File: src/rtl/i2c_target_if_if.sv
// Bus-side bundle for the I2C target: oversampled pins plus the
// byte-level handshake toward user logic.
`timescale 1ns/1ps
interface i2c_target_if_if;
    logic       scl_in;
    logic       sda_in;
    logic       sda_oe;
    logic [7:0] rx_data;
    logic       rx_valid;
    logic [7:0] tx_data;
    logic       tx_req;
    logic       busy;
    logic       stop_det;

    modport slave (
        input  scl_in,
        input  sda_in,
        input  tx_data,
        output sda_oe,
        output rx_data,
        output rx_valid,
        output tx_req,
        output busy,
        output stop_det
    );

    modport master (
        output scl_in,
        output sda_in,
        output tx_data,
        input  sda_oe,
        input  rx_data,
        input  rx_valid,
        input  tx_req,
        input  busy,
        input  stop_det
    );
endinterface

File: src/rtl/i2c_target_if.sv
// I2C target, 7-bit addressing: oversampled SCL/SDA, START/STOP
// detection, address match, open-drain SDA only, byte handshake.
`timescale 1ns/1ps
module i2c_target_if #(
    parameter logic [6:0] OWN_ADDR = 7'h50
) (
    input logic          clk,
    input logic          rst,
    i2c_target_if_if.slave bus
);

    typedef enum logic [2:0] {
        IDLE,
        ADDR,
        ADDR_ACK,
        WR_DATA,
        WR_ACK,
        RD_DATA,
        RD_ACK
    } state_t;

    state_t     state;
    logic [1:0] scl_s;
    logic [1:0] sda_s;
    logic       scl_q;
    logic       sda_q;
    logic [2:0] bit_cnt;
    logic [6:0] shift;
    logic [7:0] tx_shift;
    logic       rw;
    logic       ack_on;
    logic       rd_load;

    logic scl;
    logic sda;
    logic scl_rise;
    logic scl_fall;
    logic start_c;
    logic stop_c;

    // Idle bus is high, so the synchronizers reset to 1 to avoid
    // phantom edges when reset is released.
    always_ff @(posedge clk or posedge rst) begin
        if (rst) begin
            scl_s <= 2'b11;
            sda_s <= 2'b11;
            scl_q <= 1'b1;
            sda_q <= 1'b1;
        end else begin
            scl_s <= {scl_s[0], bus.scl_in};
            sda_s <= {sda_s[0], bus.sda_in};
            scl_q <= scl_s[1];
            sda_q <= sda_s[1];
        end
    end

    assign scl      = scl_s[1];
    assign sda      = sda_s[1];
    assign scl_rise = scl & ~scl_q;
    assign scl_fall = ~scl & scl_q;
    assign start_c  = scl & scl_q & sda_q & ~sda;
    assign stop_c   = scl & scl_q & ~sda_q & sda;

    always_ff @(posedge clk or posedge rst) begin
        if (rst) begin
            state        <= IDLE;
            bit_cnt      <= 3'd0;
            shift        <= 7'd0;
            tx_shift     <= 8'd0;
            rw           <= 1'b0;
            ack_on       <= 1'b0;
            rd_load      <= 1'b0;
            bus.sda_oe   <= 1'b0;
            bus.rx_data  <= 8'd0;
            bus.rx_valid <= 1'b0;
            bus.tx_req   <= 1'b0;
            bus.busy     <= 1'b0;
            bus.stop_det <= 1'b0;
        end else begin
            bus.rx_valid <= 1'b0;
            bus.tx_req   <= 1'b0;
            bus.stop_det <= 1'b0;
            if (bus.tx_req) begin
                tx_shift <= bus.tx_data;
            end
            if (stop_c) begin
                state        <= IDLE;
                bit_cnt      <= 3'd0;
                bus.sda_oe   <= 1'b0;
                bus.busy     <= 1'b0;
                bus.stop_det <= 1'b1;
            end else if (start_c) begin
                state      <= ADDR;
                bit_cnt    <= 3'd0;
                bus.sda_oe <= 1'b0;
                bus.busy   <= 1'b0;
            end else begin
                unique case (state)
                    IDLE: begin
                    end
                    ADDR: begin
                        if (scl_rise) begin
                            shift   <= {shift[5:0], sda};
                            bit_cnt <= bit_cnt + 3'd1;
                            if (bit_cnt == 3'd7) begin
                                if (shift == OWN_ADDR) begin
                                    state      <= ADDR_ACK;
                                    bus.busy   <= 1'b1;
                                    rw         <= sda;
                                    bus.tx_req <= sda;
                                    ack_on     <= 1'b0;
                                end else begin
                                    state <= IDLE;
                                end
                            end
                        end
                    end
                    // First fall starts the ACK, the second ends it.
                    ADDR_ACK: begin
                        if (scl_fall) begin
                            if (!ack_on) begin
                                bus.sda_oe <= 1'b1;
                                ack_on     <= 1'b1;
                            end else if (rw) begin
                                state      <= RD_DATA;
                                bus.sda_oe <= ~tx_shift[7];
                                rd_load    <= 1'b0;
                            end else begin
                                state      <= WR_DATA;
                                bus.sda_oe <= 1'b0;
                            end
                        end
                    end
                    WR_DATA: begin
                        if (scl_rise) begin
                            shift   <= {shift[5:0], sda};
                            bit_cnt <= bit_cnt + 3'd1;
                            if (bit_cnt == 3'd7) begin
                                bus.rx_data  <= {shift, sda};
                                bus.rx_valid <= 1'b1;
                                state        <= WR_ACK;
                                ack_on       <= 1'b0;
                            end
                        end
                    end
                    WR_ACK: begin
                        if (scl_fall) begin
                            if (!ack_on) begin
                                bus.sda_oe <= 1'b1;
                                ack_on     <= 1'b1;
                            end else begin
                                bus.sda_oe <= 1'b0;
                                state      <= WR_DATA;
                            end
                        end
                    end
                    // bit_cnt counts rises; ~bit_cnt is the next bit index.
                    RD_DATA: begin
                        if (scl_rise) begin
                            bit_cnt <= bit_cnt + 3'd1;
                        end else if (scl_fall) begin
                            if (rd_load) begin
                                bus.sda_oe <= ~tx_shift[7];
                                rd_load    <= 1'b0;
                            end else if (bit_cnt == 3'd0) begin
                                bus.sda_oe <= 1'b0;
                                state      <= RD_ACK;
                            end else begin
                                bus.sda_oe <= ~tx_shift[~bit_cnt];
                            end
                        end
                    end
                    RD_ACK: begin
                        if (scl_rise) begin
                            if (!sda) begin
                                bus.tx_req <= 1'b1;
                                state      <= RD_DATA;
                                rd_load    <= 1'b1;
                            end else begin
                                state      <= IDLE;
                                bus.sda_oe <= 1'b0;
                            end
                        end
                    end
                    default: state <= IDLE;
                endcase
            end
        end
    end

endmodule

File: src/flat_wrapper.sv
// flat-port wrapper written by rule: the top's interface ports become plain ports
module i2c_target_if_flat 
#(
    parameter logic [6:0] OWN_ADDR = 7'h50
)
  (clk, rst, bus_scl_in, bus_sda_in, bus_tx_data, bus_sda_oe, bus_rx_data, bus_rx_valid, bus_tx_req, bus_busy, bus_stop_det);
  i2c_target_if_if bus_i ();
  input logic clk;
  input logic rst;
  input wire logic [$bits(bus_i.scl_in)-1:0] bus_scl_in;
  input wire logic [$bits(bus_i.sda_in)-1:0] bus_sda_in;
  input wire logic [$bits(bus_i.tx_data)-1:0] bus_tx_data;
  output wire logic [$bits(bus_i.sda_oe)-1:0] bus_sda_oe;
  output wire logic [$bits(bus_i.rx_data)-1:0] bus_rx_data;
  output wire logic [$bits(bus_i.rx_valid)-1:0] bus_rx_valid;
  output wire logic [$bits(bus_i.tx_req)-1:0] bus_tx_req;
  output wire logic [$bits(bus_i.busy)-1:0] bus_busy;
  output wire logic [$bits(bus_i.stop_det)-1:0] bus_stop_det;
  assign bus_i.scl_in = bus_scl_in;
  assign bus_i.sda_in = bus_sda_in;
  assign bus_i.tx_data = bus_tx_data;
  assign bus_sda_oe = bus_i.sda_oe;
  assign bus_rx_data = bus_i.rx_data;
  assign bus_rx_valid = bus_i.rx_valid;
  assign bus_tx_req = bus_i.tx_req;
  assign bus_busy = bus_i.busy;
  assign bus_stop_det = bus_i.stop_det;
  i2c_target_if #(.OWN_ADDR(OWN_ADDR)) u_core (.clk(clk), .rst(rst), .bus(bus_i));
endmodule
File: config.mk
export PLATFORM = sky130hd
export DESIGN_NAME = i2c_target_if_flat
export DESIGN_NICKNAME = d
export VERILOG_FILES = /design/src/rtl/i2c_target_if_if.sv /design/src/rtl/i2c_target_if.sv /design/src/flat_wrapper.sv
export SDC_FILE = /design/constraint.sdc
export NUM_CORES = 1
export LEC_CHECK = 0
export ABC_CLOCK_PERIOD_IN_PS = 2700
export BUFFER_PORTS_ARGS = -buffer_cell sky130_fd_sc_hd__buf_2
export CAP_MARGIN = 20
export CORE_MARGIN = 2
export CORE_UTILIZATION = 30
export DETAILED_ROUTE_END_ITERATION = 10
export PLACE_DENSITY = 0.47
export SKIP_LAST_GASP = 1
export SLEW_MARGIN = 20
export SYNTH_ARGS = -nofsm -noshare
export SYNTH_HDL_FRONTEND = slang
export SYNTH_SLANG_ARGS = --single-unit
File: constraint.sdc
create_clock -name clk -period 2.7 [get_ports clk]
set_input_delay 0.405 -clock clk [delete_from_list [all_inputs] [get_ports clk]]
set_output_delay 0.405 -clock clk [all_outputs]
set_load 0.01 [all_outputs]
### Word level (Yosys, flattened, before mapping)

Index checks and enable logic that the tools add are counted.

* flip-flop bits (word level): 43
* input port bits: 12
* word-level logic and storage cells: 167

* add/subtract/negate cells: 1
* $lt $le $gt $ge: 1
* eq/ne operators: 36
* multiplexer cells: 74
* bitwise operators: 16
* reduce and logical (&&, ||, !) cells: 22

Operators with widths (count)
* $mux 3: 21
* $ne 4x1->1 const B: 12
* $mux 1: 46
* $ne 2x1->1 const B: 11
* $pmux 3 s7: 1
* $reduce_bool 3->1: 7
* $reduce_and 14->1: 1
* $eq 3x3->1 const B: 4
* $reduce_and 10->1: 1
* $reduce_and 9->1: 1
* $ne 4x4->1 const B: 2
* $not 1->1: 8
* $reduce_and 4->1: 2
* $and 1x1->1: 7
* $eq 7x7->1 const B: 1
* $reduce_and 7->1: 1
* $eq 3x2->1 const B: 2
* $logic_not 3->1: 2
* $pmux 1 s3: 2
* $reduce_and 6->1: 1
* $reduce_bool 6->1: 1
* $reduce_and 5->1: 1
* $lt 3x4->1 const B: 1
* $ne 2x2->1 const B: 2
* 11 further kinds: 12

### Depth between registers and ports, before layout

* word-level depth: 11
* gate-level depth with buffers: 7
* gate-level depth less buffers: 7

### Worst setup path before layout

OpenSTA, ideal clock, no wires.

* path type: register -> register
* start point: reg u_core.scl_s[1]
* end point: reg u_core.bus.rx_data[0]
* setup time: 128 ps
* arrival time: 1627 ps
* required time: 2572 ps
* path slack: 946 ps
* stages on the path, launching flop included: 7
* period minus slack after synthesis: 1754 ps
* cells stage by stage: dfstp_2 > and2b_4 > nand2_1 > nor2_4 > and3_1 > buf_4 > mux2_1

* word-level cells in the longest chain between the ends: 5

Ends and longest elaborated chain
* from (decl): RTL line i2c_target_if.sv:23 `logic [1:0] scl_s;`
* from (signal assigned): RTL line i2c_target_if.sv:50 `scl_s <= {scl_s[0], bus.scl_in};`
* $and 1x1->1: RTL line i2c_target_if.sv:61, i2c_target_if.sv:62
* $and 1x1->1 (on tied branches) (2 in series): RTL line i2c_target_if.sv:61, i2c_target_if.sv:62
* $not 1->1 (no line)
* $reduce_and 5->1 (no line) (*)
* to (signal assigned): RTL line i2c_target_if.sv:139 `bus.rx_data <= {shift, sda};`
* to (decl): RTL line i2c_target_if_if.sv:20 `output rx_data,`

Every way passes the cells marked *; elsewhere a longest branch is shown, timed or not.
A chain may end at the register's enable or synchronous reset.

### Final worst setup path

* start point: reg u_core.scl_s[1]
* end point: reg u_core.bus.rx_data[3]

Same word-level chain as after synthesis.

==> run metrics <==
library cells used by synthesis 52; outcome finished clean; root buf cell clkbuf_8; Synth area leaders dfrtp_1 45%, mux2_2 9.4%, dfstp_2 7.7%; Vias 1413; GR Overflow Total 0; Rows 30; core box area 6680 sq um; critical register-to-register path endpoint u_core.bus.rx_data[3]$_DFFE_PP0P_; CP Class reg2reg; syn nets between 150 and 200; Final period util 0.779; WP data required 2.88 ns; Clock Tree Buf Depth 2; synthesis-to-finish area growth 14.1%; Finished Core Util 0.349; Hold Crit Depth 1; post-route setup TNS 0 ns; netlist area before placement 2040 sq um; Post-Route WL 4040 um; CTS H-tree depth 2; Synth area leader dfrtp_1; Async SR Flop Fraction 1.00; share of cells above drive strength 1 0.315; drt drc 0; Syn Area/Cell 11.9 sq um; WL/cell around 15 um; diodes inserted 0; leakage 1.10 nW; final-stage net count ~210; RSZ-0062 raised after global routing false; Max-cap violations 0; Routed met3 length 194 um; Yosys reg bits 43; ANT nets after route 0; crit path DAT around 2.3 ns; setup repair bufs after CTS 0; Period minus WS final 2.10 ns; Reg2Reg Setup Slack around 0.60 ns; gr usage total 0.117; synthesized instance count between 150 and 200; initial antenna violation count 0; CTS resizes 0; Seq/Total Area, Yosys 0.531; number of I/O port buffers 24; hold path startpoint bus_scl_in; EDFF count, synth 0; CTS sink count 43; VDD IR max 0.406 mV; post-detail-place hpwl 2870 um; top post-synthesis cells by count 37 x dfrtp_1, 17 x mux2_2, 12 x mux2_1, 9 x nor2_1; worst reg2reg path startpoint u_core.scl_s[1]$_DFF_PP1_; crit-path max FO 9; Num CTS Buffers 5; Post-CTS Hold Buffers 0; dominant synthesized flop cell dfrtp_1; top-count cell post-synth dfrtp_1; dpl cell area 2230 sq um; number of global-route vias before repair 1361; relative slew slack 0.611; Die ar. 7480 sq um; die width a little under 90 um; fill count 675; Worst-path clk slew 0.08 ns; Final Cell Area 2330 sq um; final setup fails 0; first-pass detailed-route iteration total 5; CTS tree done; Reg2Reg Depth 5; met2 WL post-DR 1860 um; max-slew violation count 0; Yosys warnings 0; GPL Wtd Cong about 0.83; top cell type's share of synthesized area 0.453; clock latency on the worst-skew pair 0.29 ns; largest net degree at the start of global routing 44; final hold violation count 0; Via density 5.10; Startpoint Class register; max layer used met4; Initial Utilization 0.306; Achievable Freq ~480 MHz; Clock Skews 0.0111 ns; first-pass GRT wire length between 6000 and 7000 um; worst-margin pin slew between 0.5 and 0.6 ns; WL met1 1910 um; Worst setup EP type register; pwr dens 866 nW/um^2; Worst Hold Class in2reg; initial drt markers 129; DIE HEIGHT 86.5 um; Hold Path End u_core.scl_s[0]$_DFF_PP1_; I/O pins 25
## worst max-delay path: stages (launching register included)
cell     delay [ns]
dfstp_2        0.59
and2b_4        0.19
nand2_1        0.12
nor2_4         0.26
and3_1         0.46
mux2_1         0.37
## where the power goes
group	internal, mW	switching (mW)
registers	0.778	0.185
clock network	0.210	0.221
logic	0.318	0.307
## area by class of cell
type,count,area (sq um),share of cell area
repair buffers,26,135,0.0580
inverters,8,30.0,0.0129
clock inverters,1,8.76,0.00376
well taps,80,100,0.0430
clock buffers,7,86.3,0.0371
flip-flops and latches,43,1080,0.465
multi-input cells,112,886,0.380
## stage by stage
| stage | power (mW) | hold WS [ns] | setup WS, ns | instances |
|---|---|---|---|---|
| after floorplan | 1.45 | 0.345 | 0.946 | 171 |
| after global placement | 1.60 | 0.346 | 0.565 | 269 |
| after detailed placement | 1.60 | 0.347 | 0.599 | 269 |
| after CTS | 2.04 | 0.195 | 0.584 | 277 |
| after global routing | 2.18 | 0.186 | 0.468 | 277 |
| final | 2.02 | 0.206 | 0.597 | 277 |
## state kept, by name, indices dropped and copies added (netlist names), 2 cells and up
| register | flops |
|---|---|
| u_core.bit_cnt | 3 |
| u_core.scl_s | 2 |
| u_core.state | 3 |
| u_core.tx_shift | 8 |
| u_core.bus.rx_data | 8 |
| u_core.shift | 7 |
| u_core.sda_s | 2 |
## worst max-delay path by stage
stage / from / endpoint / slack, ns / cells after the start
floorplan: u_core.scl_s[1]$_DFF_PP1_ / u_core.bus.rx_data[0]$_DFFE_PP0P_ / 0.95 / 6
global placement: u_core.scl_s[1]$_DFF_PP1_ / u_core.bus.rx_data[2]$_DFFE_PP0P_ / 0.56 / 5
detailed placement: u_core.scl_s[1]$_DFF_PP1_ / u_core.bus.rx_data[2]$_DFFE_PP0P_ / 0.60 / 5
CTS: u_core.scl_s[1]$_DFF_PP1_ / u_core.bus.rx_data[2]$_DFFE_PP0P_ / 0.58 / 5
global route: u_core.scl_s[1]$_DFF_PP1_ / u_core.bus.rx_data[2]$_DFFE_PP0P_ / 0.47 / 5
finish: u_core.scl_s[1]$_DFF_PP1_ / u_core.bus.rx_data[3]$_DFFE_PP0P_ / 0.60 / 5
## cell usage in the layout (no fill, tap or decap), drive strengths merged, types with 3 or more instances in the layout
cell type	n
mux2	29
clkbuf	7
nor4	4
dfrtp	37
nor2	10
a21oi	5
inv	7
ha	3
dfstp	6
nor3	3
nor2b	3
buf	26
a22o	3
o21ai	8
nand2	7
## cells by family (layout without fill, tap and decap cells)
group | Yosys count | in the layout | synth area share
compound gates | 37 | 37 | 0.132
buf+inv | 16 | 42 | 0.0355
flops | 43 | 43 | 0.531
mux | 31 | 31 | 0.170
xor+xnor | 2 | 2 | 0.00858
fa+ha+maj | 3 | 3 | 0.0184
simple gates | 39 | 39 | 0.105
## per-layer routing
| metal | vias to the layer above | GRT usage |
|---|---|---|
| met4 | 0 | 0.0440 |
| met1 | 686 | 0.159 |
| li1 | 673 | - |
| met2 | 46 | 0.176 |
| met5 | - | 0 |
| met3 | 8 | 0.0324 |
No activity file was read; power rests on OpenSTA's default activity.
